<file path="src/rtl/ez8_ctrl_pkg.sv">
`default_nettype none
// ============================================================================
//  Module   : ez8_ctrl_pkg
//  Purpose  : Shared state encoding and PC source-select constants for
//             exec_ctrl. INT state exists only when EZ8_INTERRUPT_EN is set.
//  Revision : 1.0  initial release
// ============================================================================
package ez8_ctrl_pkg;

    typedef enum logic [2:0] {
        ST_IDLE = 3'd0,
        ST_EXEC = 3'd1,
        ST_WB   = 3'd2,
`ifdef EZ8_INTERRUPT_EN
        ST_SKIP = 3'd3,
        ST_INT  = 3'd4
`else
        ST_SKIP = 3'd3
`endif
    } state_t;

    localparam logic [1:0] PC_INC    = 2'd0;
    localparam logic [1:0] PC_HOLD   = 2'd1;
    localparam logic [1:0] PC_VECTOR = 2'd2;
    localparam logic [1:0] PC_RETURN = 2'd3;

endpackage
`default_nettype wire

</file>
<file path="src/rtl/exec_ctrl.sv">
`default_nettype none
// ============================================================================
//  Module   : exec_ctrl
//  Purpose  : Execute/write-back/skip/interrupt sequencing controller.
//             Interrupt support is built only when EZ8_INTERRUPT_EN is defined.
//  Revision : 1.0  initial release
// ============================================================================
module exec_ctrl
    import ez8_ctrl_pkg::*;
#(
    parameter int PC_SEL_W = 2
) (
    input  logic                clk,
    input  logic                reset_n,
    input  logic                instr_valid,
    output logic                instr_ready,
    input  logic                alu_accum_write,
    input  logic                alu_reg_write,
    input  logic                alu_z_write,
    input  logic                alu_c_write,
    input  logic                alu_retint,
    input  logic                alu_skip,
    input  logic                alu_zout,
    input  logic                alu_cout,
    input  logic                rf_busy,
    input  logic                intr_req,
    input  logic                ie_set,
    output logic                accum_we,
    output logic                reg_we,
    output logic                z_flag,
    output logic                c_flag,
    output logic                ie,
    output logic                int_ack,
    output logic [PC_SEL_W-1:0] pc_sel
);

    state_t     r_state;
    state_t     w_state_nxt;
    logic       r_z;
    logic       r_c;
    logic       r_skip;
    logic [1:0] w_pc_sel;
    logic       w_int_ack;

`ifdef EZ8_INTERRUPT_EN
    logic       r_ie;
`else
    logic       w_unused;
    assign w_unused = intr_req | ie_set;
`endif

    // Outputs decode from state plus live ALU/handshake inputs; a held reset
    // forces every output to its idle-safe value.
    always_comb begin
        w_state_nxt = r_state;
        instr_ready = 1'b0;
        accum_we    = 1'b0;
        reg_we      = 1'b0;
        w_int_ack   = 1'b0;
        w_pc_sel    = PC_HOLD;
        if (reset_n) begin
            case (r_state)
                ST_IDLE: begin
`ifdef EZ8_INTERRUPT_EN
                    if (intr_req && r_ie) begin
                        w_state_nxt = ST_INT;
                    end else
`endif
                    begin
                        instr_ready = 1'b1;
                        if (instr_valid) begin
                            w_pc_sel    = PC_INC;
                            w_state_nxt = ST_EXEC;
                        end
                    end
                end
                ST_EXEC: begin
                    accum_we = alu_accum_write;
                    if (alu_retint) begin
                        w_pc_sel = PC_RETURN;
                    end
                    if (alu_reg_write) begin
                        w_state_nxt = ST_WB;
                    end else if (alu_skip) begin
                        w_state_nxt = ST_SKIP;
                    end else begin
                        w_state_nxt = ST_IDLE;
                    end
                end
                ST_WB: begin
                    reg_we = !rf_busy;
                    if (!rf_busy) begin
                        w_state_nxt = r_skip ? ST_SKIP : ST_IDLE;
                    end
                end
                ST_SKIP: begin
                    // The accepted instruction is dropped: no enables, no flags.
                    instr_ready = 1'b1;
                    if (instr_valid) begin
                        w_pc_sel    = PC_INC;
                        w_state_nxt = ST_IDLE;
                    end
                end
`ifdef EZ8_INTERRUPT_EN
                ST_INT: begin
                    w_int_ack   = 1'b1;
                    w_pc_sel    = PC_VECTOR;
                    w_state_nxt = ST_IDLE;
                end
`endif
                default: begin
                    w_state_nxt = ST_IDLE;
                end
            endcase
        end
    end

    always_ff @(posedge clk) begin
        if (!reset_n) begin
            r_state <= ST_IDLE;
            r_z     <= 1'b0;
            r_c     <= 1'b0;
            r_skip  <= 1'b0;
        end else begin
            r_state <= w_state_nxt;
            if (r_state == ST_EXEC) begin
                if (alu_z_write) begin
                    r_z <= alu_zout;
                end
                if (alu_c_write) begin
                    r_c <= alu_cout;
                end
                r_skip <= alu_skip;
            end else if (r_state == ST_WB && !rf_busy) begin
                r_skip <= 1'b0;
            end
        end
    end

`ifdef EZ8_INTERRUPT_EN
    // Taking an interrupt clears enable even if ie_set arrives the same cycle.
    always_ff @(posedge clk) begin
        if (!reset_n) begin
            r_ie <= 1'b0;
        end else if (r_state == ST_INT) begin
            r_ie <= 1'b0;
        end else if ((r_state == ST_EXEC && alu_retint) || ie_set) begin
            r_ie <= 1'b1;
        end
    end

    assign ie      = r_ie;
    assign int_ack = w_int_ack;
`else
    assign ie      = 1'b0;
    assign int_ack = 1'b0;
`endif

    assign z_flag = r_z;
    assign c_flag = r_c;
    assign pc_sel = PC_SEL_W'(w_pc_sel);

endmodule
`default_nettype wire

</file>
<file path="config.mk">
export PLATFORM = sky130hd
export DESIGN_NAME = exec_ctrl
export DESIGN_NICKNAME = d
export VERILOG_FILES = /design/src/rtl/ez8_ctrl_pkg.sv /design/src/rtl/exec_ctrl.sv
export SDC_FILE = /design/constraint.sdc
export NUM_CORES = 1
export LEC_CHECK = 0
export CORE_AREA = 2 2 39 41
export DETAILED_ROUTE_END_ITERATION = 16
export DIE_AREA = 0 0 41 43
export GPL_ROUTABILITY_DRIVEN = 0
export SYNTH_ARGS = -nofsm -noshare
export SYNTH_HDL_FRONTEND = slang
export SYNTH_SLANG_ARGS = --single-unit
export TNS_END_PERCENT = 50
</file>
<file path="constraint.sdc">
create_clock -name clk -period 2.85 [get_ports clk]
set_input_delay 0.57 -clock clk [delete_from_list [all_inputs] [get_ports clk]]
set_output_delay 0.57 -clock clk [all_outputs]
set_load 0.005 [all_outputs]
</file>
==> impl_results.md, run 1 <==
* Outcome: complete, no violations
* H-tree depth at 1
* Largest cells by area after synthesis: dfxtp_1 (27%), ha_1 (17%), nand2_1 (8.1%)
* WL met2 at a little under 500 um
* Syn Std Cell Area at 373 um^2
* Sequential cell area at between 100 and 150 um^2
* Synth warn at 0
* Final min period at 2.66 ns
* Layout cell share with drive strength beyond 1 at a little under an eighth
* Multi-input logic area at 245 um^2
* GR Overflow Total at 0
* Area share of the largest cell type after synthesis at between 20% and 30%
* Max Transition Viols Final at 0
* Sw power at ~120 uW
* Vias in the first global route at 356
* IO Count at 23
* Longest Clk Path Bufs at 2
* Port bufs at 18
* Primary FF master, synth: dfxtp_1
* Worst-skew pair later-pin latency at 0.24 ns
* Final period utilization at between 90 and 100%
* Max rail drop VDD at ~0.27 mV
* Setup TNS at 0 ns
* Largest net degree at the start of global routing at 12
* Initial Utilization at between 20 and 30%
* CTS sink count at 5
* Drt pass-1 iters at 6
* Critical path class: input pin to output port
* Cts bufs inserted at 3
* CP Launch Type: input pin
* Setup Fix Bufs, Post-CTS at 0
* Sequential share of power at 28.4%
* Inserted Diodes at 0
* Mapped Avg Cell Area at roughly 7.9 um^2
* Endpoints failing hold at 0
* Drt first-iter violations at 2
* Worst-path clk slew at 0.04 ns
* HPWL after DPL at ~660 um
* DR vias/cell at about 4.5
* Antenna violations before repair at 0
* Wl on met1 at ~300 um
* Routed wl met3 at a little under 40 um
* CP max FO at 5
* Total Nets Final at 88
* CTS tree: yes
* Worst Hold Class: register to register
* Layout Cells excl Fill at 84
* Die W at ~41 um
* Combinational share of power at 48.4%
* Cts repair resizes at 0
* F_max at 376 MHz
* Most common cell in the netlist: nand2_1
* Final setup vio count at 0
* Die Height at between 40 and 50 um
* Synthesized flop and latch total at 5
* GRT Overall Usage at 12.1%
* Synth Instances at 47
* Highest routed layer: met3
* Pleak at ~0.25 nW
* Clock Tree Root: clkbuf_4
* Post-route ant nets at 0
* EDFF count, synth at 0
* Skew final at roughly 0.0036 ns
* Sequential-to-total area share from yosys stat at a little over a quarter
* Core box area at between 1000 and 1500 um^2
* Post-synth top cells: nand2_1 (8), dfxtp_1 (5), ha_1 (5)
* Switching Fraction at 33.1%
* DRC violations left at 0
* Fill cells at about 150
* Unrepaired setup endpoints after global routing: no
* P_int at 235 uW
* CP required at about 2.3 ns
* Clock Power Share at between 20% and 30%
* Max Cap Viol at 0
* DIE AREA at ~1800 um^2
* First-pass GRT wire length at 1370 um
* DR WL/cell at 9.88 um
* Pwr Density at just under 600 nW/um^2
* Dpl cells at 80
* Async set-reset flop share out of synthesis at 0%
* CTS Hold Bufs at 0
* Number of core rows at 14
* Via count at ~370
* Synth area leader: dfxtp_1
* Final hold slack at around 0.46 ns
* Crit path arrival time at around 2.1 ns
* Synth unique cells at 20
* Synth-to-layout area growth at 58.4%
* Final Routed Wirelength at between 800 and 900 um
* Critical Path Sink Type: output port
* Total power at 352 uW
[per-layer routing]
metal  global-route usage, %  up-vias
met5                       0        -
met4                    10.0        0
met3                    4.71        0
met2                    19.7       10
met1                    10.9      166
li1                        -      198
[cells by family (layout without fill, tap and decap cells)]
logic type	Yosys count	in the layout	synth area share (%)
DFF	5	5	26.8
buffers and inverters	6	26	8.39
and+or+nand+nor	23	23	34.6
AOI/OAI and AO/OA	7	7	12.4
other	1	2	1.01
adders and majority gates	5	5	16.8
[power by group through the flow]
stage | logic, mW | registers (mW) | clock network, mW
3_3_place_gp | 0.172 | 0.101 | 0
5_1_grt | 0.194 | 0.102 | 0.0951
4_1_cts | 0.174 | 0.0999 | 0.0868
6_report | 0.170 | 0.0998 | 0.0815
3_5_place_dp | 0.173 | 0.101 | 0
2_1_floorplan | 0.107 | 0.0975 | 0
[cell usage in the layout (no fill, tap or decap), drive strengths merged, types with 2 or more instances in the layout]
| cell type | n |
|---|---|
| a21oi | 3 |
| a32o | 2 |
| and3 | 2 |
| clkbuf | 4 |
| clkdlybuf4s50 | 18 |
| conb | 2 |
| dfxtp | 5 |
| ha | 5 |
| inv | 3 |
| nand2 | 8 |
| nand3 | 2 |
| nand3b | 3 |
| nor2 | 4 |
| o21ai | 2 |
[final timing paths]
path | start | end | slack [ns] | depth (start not counted)
max | reset_n | pc_sel[0] | 0.19 | 4
min | c_flag | c_flag | 0.46 | 2
max reg2reg | r_state[0] | r_state[1] | 1.49 | 5
min reg2reg | c_flag | c_flag | 0.46 | 2
[per-stage QoR]
stage	setup WS (ns)	instance area [um^2]	utilization (%)
floorplan	1.13	377	-
global route	0.107	591	42.7
global placement	0.184	564	40.8
finish	0.190	591	42.7
CTS	0.181	591	42.7
detailed placement	0.186	564	40.8
[registers in the layout, indices dropped and copies added (netlist names)]
name and count:
c_flag 1, r_state 2, r_skip 1, z_flag 1
[final cells by class]
| class | count | area share, % |
|---|---|---|
| sequential | 5 | 16.9 |
| clock buffer | 4 | 4.45 |
| inverter | 3 | 1.91 |
| timing repair buffer | 19 | 31.8 |
| multi-input combinational | 37 | 41.5 |
| tap | 16 | 3.39 |
[worst max-delay path: stages]
cell	delay, ns
clkdlybuf4s50_1	0.55
inv_2	0.06
or4_4	0.46
clkdlybuf4s50_1	0.45
Note: power is estimated with default switching activity, not from simulation.
==> inputs of run 2 (changes only) <==
--- a/config.mk
+++ b/config.mk
@@ -9,6 +9,7 @@
 export DETAILED_ROUTE_END_ITERATION = 16
 export DIE_AREA = 0 0 41 43
 export GPL_ROUTABILITY_DRIVEN = 0
+export HOLD_SLACK_MARGIN = 0.08
 export SYNTH_ARGS = -nofsm -noshare
 export SYNTH_HDL_FRONTEND = slang
 export SYNTH_SLANG_ARGS = --single-unit
==> results of run 2 <==
No change in the layout: final DEF, timing and power equal those of run 1.
==> RTL change 1: new RTL, flow settings as in run 1 <==
`PC_SEL_W`: 2 -> 3.
--- a/src/rtl/exec_ctrl.sv
+++ b/src/rtl/exec_ctrl.sv
@@ -10,3 +10,3 @@
 #(
-    parameter int PC_SEL_W = 2
+    parameter int PC_SEL_W = 3
 ) (
Ports: changed (resized pc_sel); port bits go from 23 to 24. The function was not compared with the original's and may differ.
==> RTL change 1 against run 1 <==
Power fell by 0.94%. Utilization grew 0.81 points. Sequential power down 0.9%. Critical path depth stayed put. Sequential cell count stayed put. Final cell count grew 2.4%. Via count shrank 1.1%. Setup slack improved by 65 ps. Routed wire length shrank 4.5%. Hold slack got worse by 7.6 ps. Area after synthesis increased by 2.0%. Count of clock-buffer cells in the layout unchanged. Design area grew 1.9%. Clock power down 4.5%. Largest cell class unchanged.
==> RTL change 1: results (changes against run 1) <==
metric;value;unit;change
fraction of cell area in non-clock buffers;32.43;%;+0.65 points
Logic pwr share;49.3;%;+0.9 points
CP Max Fanout;2;;-3
nets;90;;+2.3%
clock share of power;22.3;%;-0.9 points
worst slack, placed;244.1;ps;+58.03 ps
flip-flop and latch count;5;;unchanged
All-Layer GR Usage;11.53;%;-0.60 points
Starting DRT DRC Count;5;;+3
clock network power;77.8;uW;-4.5%
sequential-to-total area share from yosys stat;26.32;%;-0.53 points
leakage;0.0002556;uW;+3.2%
multi-input logic area;249.0;um2;+1.5%
dpl cell area;575.6;um2;+2.0%
status;finished clean;;
area delta synth->final;58.22;%;
via count of the first global-routing pass;343;;-3.7%
Peak VDD IR;0.3385;mV;+27%
NetSw;112.5;uW;-3.3%
comb_multi_in;38;;+2.7%
Synth area leaders;dfxtp_1 26%, ha_1 16%, nand2_1 7.9%;;
Wirelength per Cell;9.221;um;-6.7%
vias per cell;4.302;;-3.4%
Signal buffers;20;;+1
Compound-Gate Fraction of Synth Area;12.17;%;-0.25 points
Worst EP arrival;2030;ps;-60 ps
first-pass GRT wire length;1.324;mm;-3.1%
share of cells above drive strength 1;12.86;%;+1.1 points
Layout fillers;148;;-2.0%
-- RTL change 1: cell count changes in the layout (fill, tap and decap cells not counted), sizes merged --
| cell | delta |
|---|---|
| conb | +1 |
| buf | +1 |
-- RTL change 1: final timing paths --
| kind | end | cells after the start | slack (ps) | startpoint |
|---|---|---|---|---|
| worst max-delay path | pc_sel[0] | 4 | 250 | reset_n |
| worst max register to register | r_state[0] | 5 | 1470 | r_state[0] |
| worst min-delay path | c_flag | 2 | 450 | c_flag |
| worst min register to register | c_flag | 2 | 450 | c_flag |
-- RTL change 1: critical path: stages --
cell,delay [ps]
clkdlybuf4s50_1,500
inv_2,40
or4_4,460
clkdlybuf4s50_1,450
-- RTL change 1: metal layers --
layer / track usage, % / up-vias / share of wire, %
li1: - / 201 / -
met1: 12.82 / 162 / 41
met2: 16.88 / 7 / 54
met3: 7.853 / 0 / 4.7
met4: 4.000 / 0 / 0
met5: 0 / - / 0
==> RTL change 2: new RTL, config.mk and constraints of run 1 <==
Without the edit above. The 4 states of `state_t` get a one-hot encoding in 4 bits.
--- a/src/rtl/ez8_ctrl_pkg.sv
+++ b/src/rtl/ez8_ctrl_pkg.sv
@@ -9,6 +9,6 @@
 
-    typedef enum logic [2:0] {
-        ST_IDLE = 3'd0,
-        ST_EXEC = 3'd1,
-        ST_WB   = 3'd2,
+    typedef enum logic [3:0] {
+        ST_IDLE = 4'b0001,
+        ST_EXEC = 4'b0010,
+        ST_WB   = 4'b0100,
 `ifdef EZ8_INTERRUPT_EN
@@ -17,3 +17,3 @@
 `else
-        ST_SKIP = 3'd3
+        ST_SKIP = 4'b1000
 `endif
Behaviour: no difference found for any inputs over 10 cycles, from zero or initial values and one cycle with reset_n low; not proved beyond that.
==> RTL change 2 against run 1 <==
Routed wire length is 41% higher. Maximum frequency is 0.84% higher. Power is 2.8% higher. Synthesized cell count is 30% higher. Setup slack better by 22 ps. Design area is 23% higher. Area after synthesis is 41% higher. First-iteration DRC count is 100% lower. Sequential cell count is 2 higher. Via count is 36% higher. Final cell count is 14% higher. Largest power group is now registers.
==> RTL change 2: results (changes against run 1) <==
metric;value;unit;change
type of the worst min-delay path;reg2reg;;
port buffer count;18;;unchanged
share of cells above drive strength 1;15.00;%;+3.2 points
Synth area leaders;dfxtp_1 27%, nor4b_4 4.5%, a31oi_4 4.0%;;
worst slack, placed;224.1;ps;+38.01 ps
TritonRoute pass-1 iters;1;;-5
Peak VDD IR;0.2773;mV;+3.9%
Clock Skews;2.504;ps;-1.063 ps
Clock Sinks;7;;+2
clk buf depth;2;;unchanged
All-Layer GR Usage;15.76;%;+3.6 points
first-pass GRT wire length;1.897;mm;+39%
worst hold slack;467.8;ps;+8.475 ps
Worst Hold End;z_flag;;
CTS buffer count;3;;unchanged
Post-Syn Instances;61;;+30%
Worst EP arrival;2070;ps;-20 ps
most common library cells after synthesis;7 x dfxtp_1, 5 x nand2_1, 4 x nand3_1;;
clk root buf;clkbuf_4;;
vias after detailed routing;507;;+36%
Hold Path Cell Cnt;2;;unchanged
YS warnings;0;;unchanged
post-route insts no fill;96;;+14%
via count of the first global-routing pass;433;;+22%
post-synthesis async set-or-reset flop share;0;%;unchanged
nets;95;;+8.0%
final HPWL from detailed placement;893.8;um;+35%
Largest register FFs;4;;+2
antenna violations before repair;0;;unchanged
r2r startpoint;r_state[2];;
later-pin clock latency in the skew report;250;ps;
worst reg2reg setup slack;1170;ps;-320 ps
Clock Pin Slew Worst Setup and Hold Paths;60;ps;+20 ps
R2R cell count;5;;unchanged
synth unique cells;34;;+70%
leakage;0.0002443;uW;-1.3%
Post-CTS Setup Bufs;0;;unchanged
CP Max Fanout;2;;-3
n_diodes;0;;unchanged
Total Wirelength;1.169;mm;+41%
sequential-to-total area share from yosys stat;26.60;%;-0.24 points
placed insts;92;;+15%
post-CTS sizing;0;;unchanged
most flop-heavy register;r_state;;
Starting DRT DRC Count;0;;-2
largest net degree at the start of global routing;13;;+1
CTS H-tree depth;1;;unchanged
worst reg2reg endpoint;r_state[0];;
status;finished clean;;
Yosys top cell area share;26.60;%;-0.24 points
Hold Crit Start;z_flag;;
RTL change 2: changes by cell type after synthesis, sizes merged, moves of 3 or more:
cell and change:
ha -5, and2 +3, clkbuf +3, nand2 -3, nor4 +3
RTL change 2: through the flow:
step / cell area [um2] / total power, uW
6_report: 726.9 / 361.6
3_3_place_gp: 700.7 / 267.4
2_1_floorplan: 530.5 / 229.4
5_1_grt: 726.9 / 381.3
4_1_cts: 726.9 / 363.5
3_5_place_dp: 700.7 / 266.4
RTL change 2: worst max-delay path by stage:
| stage | startpoint | end | slack (ps) | cells after the start |
|---|---|---|---|---|
| after CTS | rf_busy | reg_we | 220 | 4 |
| after global placement | rf_busy | reg_we | 240 | 4 |
| after detailed placement | rf_busy | reg_we | 220 | 4 |
| after global routing | rf_busy | reg_we | 170 | 4 |
| final | rf_busy | reg_we | 210 | 4 |
| after floorplan | r_state[0] | accum_we | 1170 | 3 |
RTL change 2: report_power, final:
part	internal, uW	switching, uW	leakage, uW
Sequential	110	33.4	0.0000570
Clock	53.8	42.4	0.0000150
Combinational	77.8	44.5	0.000172
Total	241	120	0.000244
RTL change 2: final cells by class:
class                   count  area, um2
inverters                   1      3.754
repair buffers             21      202.7
multi-input cells          47      334.1
clock buffers               4      26.28
fillers                   139      656.9
well taps                  16      20.02
flip-flops and latches      7      140.1
RTL change 2: critical path, cell delays in order:
cell,delay [ps]
clkdlybuf4s50_1,440
nor4_1,380
and2_1,190
clkdlybuf4s50_1,490
RTL change 2: routing by layer:
metal	routed length (um)	track usage, %
met2	562	22.81
met3	35	3.141
met5	0	0
met1	557	22.19
met4	14	6.000
RTL change 2: cells by family (layout without fill, tap and decap cells):
group | count (synthesis) | after routing | share of synthesized area [%]
and+or+nand+nor | 33 | 33 | 43.23
DFF | 7 | 7 | 26.60
AOI/OAI and AO/OA | 11 | 11 | 17.10
other | 1 | 2 | 0.7119
xor gates and xnor gates | 1 | 1 | 1.663
buffers and inverters | 8 | 26 | 10.69
